<file path="src/rtl/pipe_hazard_ctrl.sv">
// Stall/flush sequencer for the 5-stage pipeline: memory-wait freezes, branch flushes,
// RAW hazard bubbles, memory timeout detection and saturating performance counters.
module phc_sat_cnt #(
  parameter int W = 16
) (
  input  logic         clk,
  input  logic         rst,
  input  logic         inc_i,
  output logic [W-1:0] cnt_o
);
  logic [W-1:0] cnt_q, cnt_d;

  always_comb begin
    cnt_d = cnt_q;
    if (inc_i && !(&cnt_q)) cnt_d = cnt_q + 1'b1;
  end

  always_ff @(posedge clk or posedge rst)
    if (rst) cnt_q <= '0;
    else     cnt_q <= cnt_d;

  assign cnt_o = cnt_q;
endmodule

module pipe_hazard_ctrl #(
  parameter int FWD_EN      = 1,
  parameter int MEM_TIMEOUT = 15,
  parameter int CNT_W       = 16
) (
  input  logic             clk,
  input  logic             rst,
  input  logic [3:0]       id_rn,
  input  logic [3:0]       id_rm,
  input  logic             id_use_rn,
  input  logic             id_use_rm,
  input  logic [3:0]       exe_dest,
  input  logic             exe_wb_en,
  input  logic             exe_memr_en,
  input  logic [3:0]       mem_dest,
  input  logic             mem_wb_en,
  input  logic             branch_taken,
  input  logic             mem_req,
  input  logic             mem_ready,
  output logic             if_freeze,
  output logic             ifid_freeze,
  output logic             ifid_flush,
  output logic             idex_freeze,
  output logic             idex_flush,
  output logic             exmem_freeze,
  output logic             memwb_bubble,
  output logic             mem_err,
  output logic [CNT_W-1:0] stall_cycles,
  output logic [CNT_W-1:0] flush_events
);
  localparam logic [7:0] TIMEOUT = 8'(MEM_TIMEOUT);

  typedef enum logic [1:0] {S_RUN, S_WAIT, S_ERR} state_t;

  state_t     state_q;
  logic [7:0] wait_cnt_q;
  logic       mem_err_q;

  logic mem_stall, br_apply, hit_exe, hit_mem, raw_haz, data_haz;

  assign mem_stall = mem_req & ~mem_ready;
  assign hit_exe   = exe_wb_en & ((id_use_rn & (id_rn == exe_dest)) |
                                  (id_use_rm & (id_rm == exe_dest)));
  assign hit_mem   = mem_wb_en & ((id_use_rn & (id_rn == mem_dest)) |
                                  (id_use_rm & (id_rm == mem_dest)));
  assign raw_haz   = (FWD_EN != 0) ? (hit_exe & exe_memr_en) : (hit_exe | hit_mem);

  // A branch held through a memory stall is still sitting in frozen EXE, so it
  // naturally fires once, on the first unstalled cycle.
  assign br_apply  = ~rst & branch_taken & ~mem_stall;
  assign data_haz  = ~rst & raw_haz & ~branch_taken & ~mem_stall;

  // rst gates the controls so a stall in progress releases at once.
  assign if_freeze    = (~rst & mem_stall) | data_haz;
  assign ifid_freeze  = (~rst & mem_stall) | data_haz;
  assign idex_freeze  = ~rst & mem_stall;
  assign exmem_freeze = ~rst & mem_stall;
  assign memwb_bubble = ~rst & mem_stall;
  assign ifid_flush   = br_apply;
  assign idex_flush   = br_apply | data_haz;

  always_ff @(posedge clk or posedge rst) begin
    if (rst) begin
      state_q    <= S_RUN;
      wait_cnt_q <= '0;
      mem_err_q  <= 1'b0;
    end else begin
      case (state_q)
        S_RUN:
          if (mem_stall) begin
            wait_cnt_q <= 8'd1;
            if (TIMEOUT <= 8'd1) begin
              mem_err_q <= 1'b1;
              state_q   <= S_ERR;
            end else begin
              state_q   <= S_WAIT;
            end
          end
        S_WAIT:
          if (mem_ready || !mem_req) begin
            state_q    <= S_RUN;
            wait_cnt_q <= '0;
          end else begin
            wait_cnt_q <= wait_cnt_q + 8'd1;
            if (wait_cnt_q + 8'd1 >= TIMEOUT) begin
              mem_err_q <= 1'b1;
              state_q   <= S_ERR;
            end
          end
        default: state_q <= S_ERR;
      endcase
    end
  end

  assign mem_err = mem_err_q;

  phc_sat_cnt #(.W(CNT_W)) u_stall_cnt (
    .clk(clk), .rst(rst), .inc_i(if_freeze), .cnt_o(stall_cycles)
  );
  phc_sat_cnt #(.W(CNT_W)) u_flush_cnt (
    .clk(clk), .rst(rst), .inc_i(ifid_flush), .cnt_o(flush_events)
  );
endmodule

</file>
<file path="config.mk">
export PLATFORM = sky130hd
export DESIGN_NAME = pipe_hazard_ctrl
export DESIGN_NICKNAME = d
export VERILOG_FILES = /design/src/rtl/pipe_hazard_ctrl.sv
export SDC_FILE = /design/constraint.sdc
export NUM_CORES = 1
export LEC_CHECK = 0
export CAP_MARGIN = 20
export CORE_ASPECT_RATIO = 0.9
export CORE_UTILIZATION = 43
export DETAILED_ROUTE_END_ITERATION = 10
export PLACE_DENSITY_LB_ADDON = 0.08
export SETUP_SLACK_MARGIN = 0.4
export SLEW_MARGIN = 20
export SYNTH_ARGS = -nofsm -noshare
export SYNTH_HDL_FRONTEND = slang
export SYNTH_HIERARCHICAL = 1
export SYNTH_SLANG_ARGS = --single-unit
</file>
<file path="constraint.sdc">
create_clock -name clk -period 1.9 [get_ports clk]
set_input_delay 0.38 -clock clk [delete_from_list [all_inputs] [get_ports clk]]
set_output_delay 0.38 -clock clk [all_outputs]
set_load 0.05 [all_outputs]
</file>
==> impl_results.md, run 1 <==
* Vias at 2,404
* Place WS at -760.4 ps
* Sequential-to-total area share from yosys stat at 0.4514
* DR WL/cell at 16.74 um
* Initial core utilization at 0.4509
* Status: finished with violations
* Die Height at 72.63 um
* Hpwl dp at 4.366 mm
* Root Buffer: clkbuf_8
* Row count at 25
* Synthesized area per cell at 10.06 sq um
* First-pass DRT Iterations at 4
* Max-cap violations at 0
* Leakage power figure at 1.915 nW
* Synth unique cells at 42
* Crit path kind: in2reg
* CP arrival at 2180 ps
* Period minus WS final at 1990 ps
* I/O Buffers at 60
* Io pins at 66
* Maximum VDD drop at 0.9410 mV
* Gpl congestion at 0.8449
* Overall Global Routing Usage at 0.2368
* Final setup viols at 8
* Max FO, Critical Path at 3
* Diode count at 0
* Critical Path Max Stage Delay at 320 ps
* Clock sink count at 43
* TritonCTS Buffers at 5
* CORE AREA at 5286 sq um
* Final Cycle Share at 1.047
* Hold-fix buffers, CTS at 0
* Synth Instances at 237
* Post-Layout Inst Area at 4272 sq um
* Slew margin rel. at 0.6311
* Detail Route Antenna Nets at 0
* Initial antenna violation count at 0
* Total wire length at 7.365 mm
* Drt drc at 0
* Vias in the first global route at 2,244
* CTS tree: yes
* Core Util, Final at 0.8080
* Yosys warnings at 6
* Max frequency at 502.6 MHz
* Power density over the cells at 803.5 nW/um^2
* Measured slew at the worst slew-check pin at 552.2 ps
* Failing checks: setup timing
* Clock latency on the worst-skew pair at 310 ps
* Total grt overflow at 0
* Largest net degree at the start of global routing at 17
* Post-synth top flop: dfrtp_1
* Share of layout cells above drive strength 1 at 0.6542
* First-pass GRT wire length at 10.68 mm
* Most common cell on crit path: buf_6
* CTS Buffer Depth at 2
* Area grow syn2layout at 79.21%
* Largest delay share family, worst path: simple AND/OR/NAND/NOR gates
* Initial DRC Count at 151
* CP Capture Type: register
* Max-slew violations at 0
* Flop and latch count out of synthesis at 43
* Worst Hold Class: in2async
* Fin worst setup slack at -89.55 ps
* Post-synth ARST share at 1.000
* Placed Area at 3482 sq um
* Slowest CP cell: mux2_4
* Max H-tree Level at 2
* Clock slew at reported path FFs at 90 ps
* Worst path cell trace: buf_6 -> xor2_2 -> nor4_2 -> o21bai_1 -> a21oi_4 -> buf_6 -> nand3_4 -> nor4_4 -> mux2_4
* Worst EP required at 2090 ps
* Tot Pwr at 0.003432 W
* Final Hold Fails at 0
* RSZ-0062 raised after global routing: yes
* Die span in x at 80.48 um
* Worst Path Buf+Inv at 2
* Clock skew at 6.517 ps
* Nets at 402
* Post-synth EDFFs at 0
* Die ar. at 5845 sq um
* Via density at 5.464
* Crit start category: input pin
* Post-Syn Area at 2384 sq um
* Syn nets at 267
-- power by group --
group	internal (W)	leakage (nW)	total [W]	switching (W)
registers	0.00104	0.528	0.00117	0.000124
logic	0.000653	1.33	0.00150	0.000847
clock network	0.000426	0.0612	0.000764	0.000339
-- flip-flops by register name, indices dropped and copies added, names as in the netlist --
register / flops
u_flush_cnt/cnt_o: 16
u_stall_cnt/cnt_o: 16
wait_cnt_q: 8
state_q: 2
mem_err: 1
-- path summary, 6_finish.rpt --
kind	startpoint	endpoint	slack (ps)	depth (start not counted)
worst min register to register	u_flush_cnt/cnt_o[15]	u_flush_cnt/cnt_o[15]	480	1
max in group asynchronous	rst	u_flush_cnt/cnt_o[14]	1130	7
worst max register to register	u_stall_cnt/cnt_o[0]	u_stall_cnt/cnt_o[1]	120	5
worst max-delay path	id_rn[3]	u_stall_cnt/cnt_o[10]	-90	9
worst min-delay path	rst	wait_cnt_q[1]	70	3
min in group clk	u_flush_cnt/cnt_o[15]	u_flush_cnt/cnt_o[15]	480	1
-- timing repair --
item / 4_1_cts / 5_1_grt
gates cloned: 0 / 0
setup endpoints to repair: 48 / 41
buffers inserted: 19 / 17
gates resized for setup: 101 / 60
pin swaps: 42 / 45
-- layout by cell type, fill, tap and decap left out, types with 6 or more instances in the layout --
master,Yosys,layout
nand3_1,19,10
dfrtp_2,0,35
buf_6,2,28
dfrtp_1,43,8
buf_12,0,7
xor2_1,16,14
nand3_2,1,6
nand2_1,17,14
clkbuf_8,0,6
xnor2_2,0,8
xnor2_1,22,14
nor2_1,16,10
buf_4,3,83
nand4_1,14,14
o21ai_1,9,8
-- final cells by class --
cell class | count | area, sq um
inverters | 6 | 26.28
fillers | 319 | 1015
multi-input cells | 183 | 1719
well taps | 67 | 83.83
repair buffers | 133 | 1205
clock inverters | 2 | 35.03
flip-flops and latches | 43 | 1120
clock buffers | 6 | 82.58
-- cells in the mapped netlist, types with 2 or more instances --
cell	count	area, sq um
dfrtp_1	43	1076
xnor2_1	22	192.7
nand3_1	19	95.09
nand2_1	17	63.81
nor2_1	16	60.06
xor2_1	16	140.1
nand4_1	14	87.58
o21ai_1	9	45.04
nor4_1	8	50.05
inv_1	6	22.52
nor3_1	5	25.02
and2_1	4	25.02
ha_1	4	50.05
nand2b_1	4	25.02
or4_1	4	30.03
a21oi_1	3	15.01
and3_1	3	18.77
buf_4	3	22.52
buf_6	2	22.52
mux2_2	2	22.52
mux2_4	2	30.03
nand2_4	2	22.52
nand3b_1	2	15.01
nand4_2	2	25.02
nand4b_1	2	17.52
nor2b_1	2	12.51
o2111ai_1	2	17.52
o21ai_0	2	10.01
o21bai_1	2	15.01
o41ai_1	2	17.52
or2_1	2	12.51
-- cell families (layout without fill, tap and decap cells) --
logic type,count (synthesis),count (layout),synth area share
buf+inv,11,147,0.02834
compound gates,27,27,0.07560
flops,43,43,0.4514
mux,4,4,0.02205
xor+xnor,38,38,0.1396
simple gates,110,110,0.2619
fa+ha+maj,4,4,0.02100
-- per-layer routing --
metal	share of wire	wire length (um)	global-route usage
met5	0	0	0
met3	0.040	293	0.04125
met4	0.016	117	0.08532
met1	0.43	3172	0.3222
met2	0.51	3781	0.3795
-- stage by stage --
stage          setup TNS, ps  instances  hold slack [ps]
2_1_floorplan          -3916        237            180.0
3_3_place_gp          -10950        396            450.7
3_5_place_dp          -12360        396            457.7
4_1_cts               -748.4        423            92.06
5_1_grt               -932.2        440            76.26
6_report              -421.0        440            71.36
-- worst min-delay path, cell delays in order --
cell and delay, ps:
buf_6 100, clkinvlp_4 60, buf_4 190
Note: power is estimated with default switching activity, not from simulation.
==> run 2, diff against run 1 <==
- CAP_MARGIN: 20 -> default
==> results of run 2 <==
Same layout as run 1: the final DEF is identical, and so are final timing and power.
